$ cat config.mk
export PLATFORM = sky130hd
export DESIGN_NAME = vga_sync_flat
export DESIGN_NICKNAME = d
export VERILOG_FILES = /design/src/rtl/vga_sync_if.sv /design/src/rtl/vga_sync.sv /design/src/flat_wrapper.sv
export SDC_FILE = /design/constraint.sdc
export NUM_CORES = 1
export LEC_CHECK = 0
export ABC_AREA = 1
export CAP_MARGIN = 0
export CORE_ASPECT_RATIO = 1.2
export CORE_MARGIN = 2
export CORE_UTILIZATION = 54
export CTS_CLUSTER_SIZE = 25
export DETAILED_ROUTE_END_ITERATION = 10
export PLACE_DENSITY = 0.8
export SKIP_LAST_GASP = 1
export SYNTH_ARGS = -nofsm -noshare
export SYNTH_HDL_FRONTEND = slang
export SYNTH_SLANG_ARGS = --single-unit
$ cat constraint.sdc
create_clock -name clk -period 2.3 [get_ports clk]
set_input_delay 0.23 -clock clk [delete_from_list [all_inputs] [get_ports clk]]
set_output_delay 0.23 -clock clk [all_outputs]
set_load 0.05 [all_outputs]
$ cat src/rtl/vga_sync_if.sv
// Timing bundle produced by vga_sync: raster counters, syncs and strobes.
// The master side (vga_sync) drives every signal; renderers take the slave modport.
interface vga_sync_if;
  logic [15:0] Hcount;
  logic [15:0] Vcount;
  logic        hsync;
  logic        vsync;
  logic        video_on;
  logic        pixel_tick;
  logic        frame_start;

  modport master (
    output Hcount, Vcount, hsync, vsync, video_on, pixel_tick, frame_start
  );

  modport slave (
    input Hcount, Vcount, hsync, vsync, video_on, pixel_tick, frame_start
  );
endinterface

$ cat src/rtl/vga_sync.sv
// VGA raster timing generator: divides clk down to the pixel rate and produces
// counters, active-low syncs and a visible-area flag, all aligned to the counters.
module vga_sync #(
  parameter int CLK_DIV   = 4,
  parameter int H_VISIBLE = 640,
  parameter int H_FP      = 16,
  parameter int H_SYNC    = 96,
  parameter int H_BP      = 48,
  parameter int V_VISIBLE = 480,
  parameter int V_FP      = 10,
  parameter int V_SYNC    = 2,
  parameter int V_BP      = 33
) (
  input  logic       clk,
  input  logic       reset,
  vga_sync_if.master vga
);

  localparam int DIV_W = (CLK_DIV > 1) ? $clog2(CLK_DIV) : 1;

  localparam logic [DIV_W-1:0] DIV_LAST = DIV_W'(CLK_DIV - 1);
  localparam logic [15:0] H_LAST     = 16'(H_VISIBLE + H_FP + H_SYNC + H_BP - 1);
  localparam logic [15:0] V_LAST     = 16'(V_VISIBLE + V_FP + V_SYNC + V_BP - 1);
  localparam logic [15:0] H_VIS      = 16'(H_VISIBLE);
  localparam logic [15:0] V_VIS      = 16'(V_VISIBLE);
  localparam logic [15:0] HS_START   = 16'(H_VISIBLE + H_FP);
  localparam logic [15:0] HS_END     = 16'(H_VISIBLE + H_FP + H_SYNC);
  localparam logic [15:0] VS_START   = 16'(V_VISIBLE + V_FP);
  localparam logic [15:0] VS_END     = 16'(V_VISIBLE + V_FP + V_SYNC);

  logic [DIV_W-1:0] div_reg, div_next;
  logic [15:0]      h_reg, h_next;
  logic [15:0]      v_reg, v_next;
  logic             tick_reg;
  logic             hsync_reg, vsync_reg, video_on_reg, frame_start_reg;

  always_comb begin
    div_next = (div_reg == DIV_LAST) ? '0 : div_reg + 1'b1;
    h_next   = h_reg;
    v_next   = v_reg;
    // tick_reg is high exactly while the divider sits on its last count
    if (tick_reg) begin
      if (h_reg == H_LAST) begin
        h_next = '0;
        v_next = (v_reg == V_LAST) ? 16'd0 : v_reg + 16'd1;
      end else begin
        h_next = h_reg + 16'd1;
      end
    end
  end

  always_ff @(posedge clk) begin
    if (reset) begin
      div_reg         <= '0;
      tick_reg        <= 1'b0;
      h_reg           <= '0;
      v_reg           <= '0;
      hsync_reg       <= 1'b1;
      vsync_reg       <= 1'b1;
      video_on_reg    <= 1'b1;
      frame_start_reg <= 1'b0;
    end else begin
      div_reg         <= div_next;
      tick_reg        <= (div_next == DIV_LAST);
      h_reg           <= h_next;
      v_reg           <= v_next;
      // Decode from next-state counters so the flags line up with Hcount/Vcount
      hsync_reg       <= !((h_next >= HS_START) && (h_next < HS_END));
      vsync_reg       <= !((v_next >= VS_START) && (v_next < VS_END));
      video_on_reg    <= (h_next < H_VIS) && (v_next < V_VIS);
      frame_start_reg <= tick_reg && (h_reg == H_LAST) && (v_reg == V_LAST);
    end
  end

  assign vga.Hcount      = h_reg;
  assign vga.Vcount      = v_reg;
  assign vga.hsync       = hsync_reg;
  assign vga.vsync       = vsync_reg;
  assign vga.video_on    = video_on_reg;
  assign vga.pixel_tick  = tick_reg;
  assign vga.frame_start = frame_start_reg;

endmodule

$ cat src/flat_wrapper.sv
// flat-port wrapper written by rule: the top's interface ports become plain ports
module vga_sync_flat 
#(
  parameter int CLK_DIV   = 4,
  parameter int H_VISIBLE = 640,
  parameter int H_FP      = 16,
  parameter int H_SYNC    = 96,
  parameter int H_BP      = 48,
  parameter int V_VISIBLE = 480,
  parameter int V_FP      = 10,
  parameter int V_SYNC    = 2,
  parameter int V_BP      = 33
)
  (clk, reset, vga_Hcount, vga_Vcount, vga_hsync, vga_vsync, vga_video_on, vga_pixel_tick, vga_frame_start);
  vga_sync_if vga_i ();
  input  logic clk;
  input  logic reset;
  output wire logic [$bits(vga_i.Hcount)-1:0] vga_Hcount;
  output wire logic [$bits(vga_i.Vcount)-1:0] vga_Vcount;
  output wire logic [$bits(vga_i.hsync)-1:0] vga_hsync;
  output wire logic [$bits(vga_i.vsync)-1:0] vga_vsync;
  output wire logic [$bits(vga_i.video_on)-1:0] vga_video_on;
  output wire logic [$bits(vga_i.pixel_tick)-1:0] vga_pixel_tick;
  output wire logic [$bits(vga_i.frame_start)-1:0] vga_frame_start;
  assign vga_Hcount = vga_i.Hcount;
  assign vga_Vcount = vga_i.Vcount;
  assign vga_hsync = vga_i.hsync;
  assign vga_vsync = vga_i.vsync;
  assign vga_video_on = vga_i.video_on;
  assign vga_pixel_tick = vga_i.pixel_tick;
  assign vga_frame_start = vga_i.frame_start;
  vga_sync #(.CLK_DIV(CLK_DIV), .H_VISIBLE(H_VISIBLE), .H_FP(H_FP), .H_SYNC(H_SYNC), .H_BP(H_BP), .V_VISIBLE(V_VISIBLE), .V_FP(V_FP), .V_SYNC(V_SYNC), .V_BP(V_BP)) u_core (.clk(clk), .reset(reset), .vga(vga_i));
endmodule
==> out/metrics.yaml, run 1 <==
drc: 0
num_antenna_cells: 0
synthesis.nets: 410
areaGrowthSynthToFinish_pct: 24.23
sequentialPowerShare_pct: 53.4
core.rowCount: 27
cellInternalPower_w: 0.0009839
routabilityCongestion: 0.9913
setup_tns_ns: 0
place_ws_ns: 0.1544
io_buffers: 38
setup_viol: 0
cts_hold_buf: 0
max_slew_margin_pct: 65.90
crit_arrival_ns: 2.24
die_w_um: 66.18
antenna_found_initial: 0
slew_viol_final: 0
p_total_w: 0.001303
grt.total_usage_pct: 27.57
worst_slack_ns: 0.2316
pwr-share-comb_pct: 6.4
powerDensity_nw_per_um2: 418.9
required_ns: 2.47
drtIter0Drc: 166
rsz0062_at_grt: "false"
grt_max_degree: 23
cts.sinks: 39
critPathCapture: "u_core.vga.vsync"
dieArea_um2: 5202
maxCapViolations: 0
wl_per_cell_um: 13.00
dr.pass1.iters: 5
dp_hpwl_um: 5200
wl_um: 6631
core-area_um2: 4527
synth-warning-count: 0
r2r-start: "u_core.vga.Hcount[0]"
grt_pass1_wl_um: 11210
post-route-util_pct: 68.74
multi_input_area_um2: 1511
crit_path_max_fanout: 6
cp-start-kind: "register"
ff2ff_setup_slack_ns: 0.23
end_kind: "register"
h-tree-depth: 2
final_layout_size_suffix_gt1_share_pct: 11.95
die_y_um: 78.61
postSynthCellCount: 403
synth_cell_type_count: 29
dpl_cell_area_um2: 2980
clkSlewWorstSetupHoldPaths_ns: 0.08
seq_area_um2: 780.7
cts_buffers: 5
vias: 2637
detail-route-antenna-nets: 0
clk_path_buf_depth: 2
clkPwrFrac_pct: 40.2
avgSynthCellArea_um2: 6.216
crit_start: "u_core.vga.Hcount[0]"
timing.final.crit_share_pct: 89.93
hold_viol_final: 0
hp-start: "u_core.div_reg[0]"
reg2reg_to: "u_core.vga.vsync"
ys_seq_elements: 39
grt_overflow_total: 0
design_area_um2: 3112
synthesis.area_um2: 2505
status: "finished, final reports clean"
reg2reg_depth: 11
min_period_ns: 2.068
switching_share_pct: 24.51
top_level_ports: 39
vdd_drop_max_mv: 0.2183
worstSkewPairLatency_ns: 0.29
cts_root_buffer: "clkbuf_8"
p_leak_nw: 1.415
nets: 458
power.switching_w: 0.0003195
first_global_vias: 2533
ys_seq_area_share_pct: 31.17
fin_skew_ns: 0.004137
routed_via_density: 5.171
max_freq_ghz: 0.4835
fillers: 433
tightest_slew_ns: 0.5099
start_util_pct: 55.33
critPathKind: "reg2reg"
min_path_type: "reg2reg"
cts_tree: "yes"
metal layers:
layer / wire length [um] / global-route usage [%] / vias to the layer above
met5: 0 / 0 / -
met3: 263 / 3.725 / 21
li1: - / - / 1354
met4: 219 / 13.67 / 0
met2: 3331 / 48.50 / 84
met1: 2817 / 31.95 / 1178
cells by family after synthesis:
group                      synth area share [%]
DFF                                       31.17
buffers and inverters                     8.991
xor gates and xnor gates                  2.098
adders and majority gates                 2.498
and+or+nand+nor                           51.25
AOI/OAI and AO/OA                         3.995
cells in the mapped netlist:
library cell | count | share of area [%]
a21oi_1 | 5 | 1.0
a31o_2 | 1 | 0.35
and2_1 | 2 | 0.50
buf_4 | 1 | 0.30
clkbuf_1 | 4 | 0.60
dfxtp_1 | 39 | 31
ha_1 | 5 | 2.5
inv_1 | 51 | 7.6
inv_2 | 3 | 0.45
nand2_1 | 114 | 17
nand2_2 | 7 | 1.7
nand2_4 | 1 | 0.45
nand3_1 | 33 | 6.6
nand3_2 | 3 | 1.2
nand3b_1 | 1 | 0.30
nand4_1 | 13 | 3.2
nor2_1 | 78 | 12
nor2_2 | 9 | 2.2
nor2_4 | 7 | 3.1
nor2_8 | 1 | 0.80
nor3_1 | 6 | 1.2
nor3_2 | 1 | 0.40
nor3_4 | 1 | 0.65
o21ai_0 | 7 | 1.4
o21ai_1 | 1 | 0.20
o21bai_1 | 2 | 0.60
o311a_2 | 1 | 0.45
xnor2_1 | 2 | 0.70
xor2_1 | 4 | 1.4
layout make-up:
cell class	instances	area share, %
inverters	54	6.514
clock buffers	7	3.096
repair buffers	46	14.15
multi-input cells	305	48.57
clock inverters	1	0.2413
flip-flops and latches	39	25.09
well taps	58	2.332
worst min-delay path by stage:
stage	to	slack, ns	cells past startpoint
2_1_floorplan	u_core.vga.Hcount[7]	0.31	1
3_3_place_gp	u_core.div_reg[0]	0.44	1
3_5_place_dp	u_core.div_reg[0]	0.45	1
4_1_cts	u_core.div_reg[0]	0.46	1
5_1_grt	u_core.div_reg[0]	0.49	1
6_report	u_core.div_reg[0]	0.46	1
power by group through the flow:
stage	clock, W	sequential, W	combinational, W
after detailed placement	0	0.000712	0.0000830
after floorplan	0	0.000724	0.0000385
after global routing	0.000564	0.000697	0.0000913
after CTS	0.000534	0.000696	0.0000833
final	0.000524	0.000696	0.0000835
after global placement	0	0.000711	0.0000795
metrics by stage:
| stage | instances | hold WS (ns) |
|---|---|---|
| 2_1_floorplan | 403 | 0.3136 |
| 3_3_place_gp | 500 | 0.4398 |
| 3_5_place_dp | 500 | 0.4527 |
| 4_1_cts | 508 | 0.4648 |
| 5_1_grt | 510 | 0.4912 |
| 6_report | 510 | 0.4624 |
worst max-delay path: stages (launching register included):
cell,delay [ns]
dfxtp_1,0.38
ha_1,0.21
nand3_1,0.15
nor2_2,0.19
nand2_4,0.13
nor2_8,0.15
nand3_2,0.08
xnor2_1,0.20
nand2_1,0.09
nor2_2,0.16
and2_1,0.16
nand3_1,0.07
cell usage in the layout, fill, tap and decap left out:
master and n:
nand2_1 114, o21bai_1 2, inv_2 3, xnor2_1 2, nand3_1 33, clkdlybuf4s50_1 38, nor2_2 12, clkinvlp_4 1
nand3b_1 1, clkbuf_8 7, a21oi_1 5, nand3_2 3, o21ai_1 2, o311a_2 1, ha_1 5, nor3_1 6
nor3_4 1, o21ai_0 6, and2_1 2, xor2_1 4, nor2_4 7, nor3_2 1, nor2_8 1, a31o_2 1
nand2_4 2, inv_1 51, nor2_1 75, nand4_1 13, dfxtp_1 39, nand2_2 6, buf_4 8
timing repair:
item                       in CTS  in global routing
setup endpoints to repair       0                  2
gates resized for setup         0                  5
buffers inserted                0                  2
No activity file was read; power rests on OpenSTA's default activity.
==> inputs of run 2 (changes only) <==
CAP_MARGIN = unset   (was 0)
HOLD_SLACK_MARGIN = 0.02   (was unset)
==> results of run 2 <==
The final DEF is identical to that of run 1; final timing and power are the same.
==> inputs of run 3 (changes only) <==
GPL_ROUTABILITY_DRIVEN = 0   (was unset)
==> run 3 against run 2 <==
Net effect:
- first-iteration DRC count down 5.4%
- sequential power about the same
- clock skew up 0.0031 ns
- setup slack better by 0.0018 ns
- routed wire length down 2.0%
- maximum frequency about the same
- register-to-register slack about the same
- cell area down 0.68%
- critical path type unchanged
- critical endpoint unchanged
- largest cell class unchanged
==> out/metrics.yaml, run 3 (synthesis results as in run 1) <==
status: "finished, final reports clean"
cpPeakStageDelay_ns: 0.38
grt_overflow_total: 0
worstSkewPairLatency_ns: 0.29
dp_hpwl_um: 4964
end_kind: "register"
wl_per_cell_um: 12.84
max_freq_ghz: 0.4839
p_total_w: 0.001362
wl_um: 6499
setup_viol: 0
grt_max_degree: 23
seq_area_um2: 780.7
fin_skew_ns: 0.007213
min_path_type: "reg2reg"
dr.pass1.iters: 5
tightest_slew_ns: 0.5047
areaGrowthSynthToFinish_pct: 23.38
maxCapViolations: 0
crit_family: "simple AND/OR/NAND/NOR gates"
clk_path_buf_depth: 2
p_leak_nw: 1.405
setup_tns_ns: 0
top_level_ports: 39
cts_tree: "yes"
crit_arrival_ns: 2.25
grt.total_usage_pct: 26.94
clkSlewWorstSetupHoldPaths_ns: 0.08
hold_viol_final: 0
cp_common_cell: "nand2_1"
critPathKind: "reg2reg"
vdd_drop_max_mv: 0.3183
place_ws_ns: 0.1461
design_area_um2: 3090
num_antenna_cells: 0
cts_buffers: 5
drc: 0
cts_root_buffer: "clkbuf_8"
cp-start-kind: "register"
core-area_um2: 4527
post_cts_buffers: 0
first_global_vias: 2437
io_buffers: 38
final_common_cell: "nand2_1"
routed_via_density: 5.223
layout.cells.most_common_list: "114 x nand2_1, 77 x nor2_1, 51 x inv_1"
drtIter0Drc: 157
fillers: 431
die_y_um: 78.61
timing.final.crit_share_pct: 89.85
h-tree-depth: 2
fin_hold_ws_ns: 0.4651
crit_chain: "ha_1, inv_1, nor2_2, nand3_2, nor2_4, nand2_4, o21ai_0, nand4_1, nand2_1, nand2_1, nor2_1, nand3_1"
critPathBufInv: 1
core.rowCount: 27
powerDensity_nw_per_um2: 440.9
slew_viol_final: 0
detail-route-antenna-nets: 0
rsz0062_at_grt: "false"
start_util_pct: 55.33
worst_slack_ns: 0.2335
crit_path_max_fanout: 9
max_slew_margin_pct: 66.25
critPathSlowestCell: "dfxtp_1"
antenna_found_initial: 0
nets: 454
ff2ff_setup_slack_ns: 0.23
required_ns: 2.48
multi_input_area_um2: 1506
dpl_cell_area_um2: 2965
grt_pass1_wl_um: 10820
vias: 2643
cts.sinks: 39
dieArea_um2: 5202
min_period_ns: 2.067
die_w_um: 66.18
final_layout_size_suffix_gt1_share_pct: 10.71
run 3: layout make-up:
type,count,share of cell area [%]
sequential,39,25.26
clock inverter,2,1.134
multi-input combinational,305,48.74
inverter,54,6.559
tap,58,2.348
clock buffer,6,2.672
timing repair buffer,42,13.28
run 3: final timing paths:
check | startpoint | to | cells after the start
worst min register to register | u_core.div_reg[0] | u_core.div_reg[0] | 1
worst max-delay path | u_core.vga.Hcount[1] | u_core.vga.vsync | 12
worst max register to register | u_core.vga.Hcount[1] | u_core.vga.vsync | 12
worst min-delay path | u_core.div_reg[0] | u_core.div_reg[0] | 1
run 3: report_power, final:
| group | internal, W | leakage, nW | switching (W) | total (W) |
|---|---|---|---|---|
| Sequential | 0.000684 | 0.315 | 0.0000112 | 0.000695 |
| Clock | 0.000351 | 0.0612 | 0.000237 | 0.000588 |
| Combinational | 0.0000250 | 1.03 | 0.0000545 | 0.0000795 |
run 3: routing by layer:
metal,share of wire (%),global-route usage (%)
met1,42,31.58
met2,49,46.40
met3,5.2,4.728
met4,3.7,13.06
met5,0,0
run 3: worst reg2reg max path, delay by kind of cell (launching register included):
| kind | cells | cell delay [ns] |
|---|---|---|
| adder cells (fa/ha/maj) | 1 | 0.20 |
| AO/OA/AOI/OAI | 1 | 0.28 |
| AND/OR/NAND/NOR | 9 | 1.05 |
| flip-flops | 1 | 0.38 |
| buffers and inverters | 1 | 0.06 |
run 3: repair_timing:
item                       4_1_cts  5_1_grt
gates resized for setup          0        2
setup endpoints to repair        0        2
hold buffers                     0        0
run 3: stage by stage:
stage	std cells	utilization (%)
2_1_floorplan	403	-
3_3_place_gp	498	65.51
6_report	506	68.27
5_1_grt	506	68.27
4_1_cts	506	68.10
3_5_place_dp	498	65.51
==> edit, RTL diff (flow settings as in run 3) <==
`CLK_DIV` is set to 4 in 2 places; all go to 16.
--- a/src/rtl/vga_sync.sv
+++ b/src/rtl/vga_sync.sv
@@ -3,3 +3,3 @@
 module vga_sync #(
-  parameter int CLK_DIV   = 4,
+  parameter int CLK_DIV   = 16,
   parameter int H_VISIBLE = 640,
--- a/src/flat_wrapper.sv
+++ b/src/flat_wrapper.sv
@@ -3,3 +3,3 @@
 #(
-  parameter int CLK_DIV   = 4,
+  parameter int CLK_DIV   = 16,
   parameter int H_VISIBLE = 640,
Behaviour: not the same (Yosys sat finds a counterexample within 4 cycles, from zero or initial values and one cycle with reset high).
==> edit against run 3 <==
Count of clock-buffer cells in the layout unchanged. Area after synthesis down 1.0%. Via count down 0.83%. Routed wire length down 3.2%. Non-clock buffer count up 3. Cell count up 0.20%. Worst setup slack better by 64 ps. Cell area down 2.1%. Sequential cell count up 2. Core utilization down 0.93 points. Maximum frequency up 3.2%. Critical path type unchanged. Highest routed layer unchanged.
Power is not compared: it rests on default switching activity, and its combinational part moved more than twofold at a synthesized area within 25%.
==> edit: results (changes against run 3) <==
{
  "cp_slowest_stage_delay": {"value": 380, "unit": "ps", "change": "about the same"},
  "final_nets": {"value": 455, "change": "+0.22%"},
  "fillerInstances": {"value": 401, "change": "-7.0%"},
  "max_clock_freq": {"value": 0.4994, "unit": "GHz", "change": "+3.2%"},
  "ys_async_sr_fraction": {"value": 0, "change": "unchanged"},
  "hpwl": {"value": 4909, "unit": "um", "change": "-1.1%"},
  "seq_area_frac_synth": {"value": 0.3311, "change": "+0.01946"},
  "max-slew-margin-rel": {"value": 0.6585, "change": "-0.004042"},
  "first_pass_iters": {"value": 4, "change": "-1"},
  "syn_nets": {"value": 410, "change": "unchanged"},
  "critical_path.top_delay_family": "simple AND/OR/NAND/NOR gates",
  "yosysWarnings": {"value": 0, "change": "unchanged"},
  "ranking_of_synthesized_cells_by_instance_count": "114 x nand2_1, 85 x nor2_1, 48 x inv_1",
  "ys_types": {"value": 28, "change": "-3.4%"},
  "grt_max_degree": {"value": 22, "change": "-4.3%"},
  "num_antenna_cells": {"value": 0, "change": "unchanged"},
  "postSynth.topFlopCell": "dfxtp_1",
  "cellLeakagePower_uw": 0.001271,
  "multi_input_area": {"value": 0.001439, "unit": "mm^2", "change": "-4.5%"},
  "timing.critical_path.fanout_max": {"value": 4, "change": "-5"},
  "routedWlPerCell": {"value": 12.41, "unit": "um", "change": "-3.4%"},
  "dr.first_iter.drc_count": {"value": 229, "change": "+46%"},
  "outcome": "complete, no violations",
  "detailed_place.area": {"value": 0.002943, "unit": "mm^2", "change": "-0.76%"},
  "cts_resized": {"value": 0, "change": "unchanged"},
  "place_worst_setup_slack": {"value": 323.3, "unit": "ps", "change": "+177.2 ps"},
  "cts_made_buffers": {"value": 5, "change": "unchanged"},
  "globalRouteTotalUtil": {"value": 0.2600, "change": "-0.009314"},
  "clock_latency_ps": 300,
  "clkSlewWorstSetupHoldPaths": {"value": 80, "unit": "ps", "change": "about the same"},
  "ir_drop_v": 0.0003485,
  "worst_clock_skew": {"value": 11.54, "unit": "ps", "change": "+4.325 ps"},
  "post-cts-setup-buffers": {"value": 0, "change": "unchanged"},
  "worstPathArrival": {"value": 2200, "unit": "ps", "change": "-50 ps"},
  "vias_per_cell": {"value": 5.170, "change": "-1.0%"},
  "cts-root-to-sink-buffers": {"value": 2, "change": "unchanged"},
  "power.switching_uw": 272.3,
  "critical_path.slowest_cell": "dfxtp_1",
  "rrSetupSlack": {"value": 300, "unit": "ps", "change": "+60 ps"},
  "cts_root_buffer": "clkbuf_8",
  "first_global_vias": {"value": 2463, "change": "+1.1%"},
  "io_buf_count": {"value": 38, "change": "unchanged"},
  "wire_length_of_the_first_global_routing_pass": {"value": 10620, "unit": "um", "change": "-1.8%"},
  "synth_area_leaders": "dfxtp_1 33%, nand2_1 17%, nor2_1 13%",
  "hold_path_class": "flip-flop to flip-flop",
  "grt_antenna_before_repair": {"value": 0, "change": "unchanged"},
  "drive_above_1_share": {"value": 0.07350, "change": "-0.03365"},
  "htreeDepth": {"value": 2, "change": "unchanged"}
}
## edit: changes by cell type after synthesis, moves of 3 or more
cell / delta
a21oi_1: +3
inv_1: -3
inv_2: -3
nand4_1: -3
nor2_1: +7
nor2_2: -3
nor2_4: -3
nor3_1: +7
o21ai_0: -3
## edit: cells by family after synthesis
family,Yosys count,share of synthesized area
XOR/XNOR,6,0.02120
AND/OR/NAND/NOR,278,0.4927
buffers and inverters,55,0.08834
AO/OA/AOI/OAI,18,0.04139
adder cells (fa/ha/maj),5,0.02524
flip-flops,41,0.3311
## edit: power groups by stage
stage	sequential [uW]	combinational [uW]	clock [uW]
global placement	733	27.5	0
CTS	716	27.8	476
finish	717	27.6	461
floorplan	733	16.5	0
detailed placement	733	27.8	0
global route	717	30.1	501
## edit: worst reg2reg max path: cells and delay by family, from the launching register on
kind / cells / cell delay (ps)
xor+xnor: 1 / 170
fa+ha+maj: 1 / 200
flops: 1 / 380
simple gates: 9 / 1180
## edit: metrics by stage
stage | hold slack, ps | cells
4_1_cts | 510.7 | 507
5_1_grt | 544.0 | 507
3_3_place_gp | 492.7 | 499
3_5_place_dp | 498.5 | 499
2_1_floorplan | 310.6 | 403
6_report | 505.2 | 507
## edit: metal layers
layer | GRT usage | share of wire
met4 | 0.09583 | 0.017
met1 | 0.3032 | 0.42
met2 | 0.4747 | 0.51
met5 | 0 | 0
met3 | 0.03295 | 0.048
## edit: worst paths after layout
check                                     to                             from  depth (start not counted)
min          u_core.vga.Hcount[0]$_SDFF_PP0_  u_core.vga.Hcount[0]$_SDFF_PP0_                          2
min reg2reg  u_core.vga.Hcount[0]$_SDFF_PP0_  u_core.vga.Hcount[0]$_SDFF_PP0_                          2
max reg2reg      u_core.vga.vsync$_SDFF_PP1_  u_core.vga.Hcount[1]$_SDFF_PP0_                         11
max              u_core.vga.vsync$_SDFF_PP1_  u_core.vga.Hcount[1]$_SDFF_PP0_                         11
## edit: final cells by class
cell class	instances	share of cell area
Multi-Input combinational cell	307	0.4756
Sequential cell	41	0.2713
Timing Repair Buffer	45	0.1423
Inverter	48	0.05955
Clock buffer	6	0.02399
Tap cell	58	0.02399
Clock inverter	2	0.003309
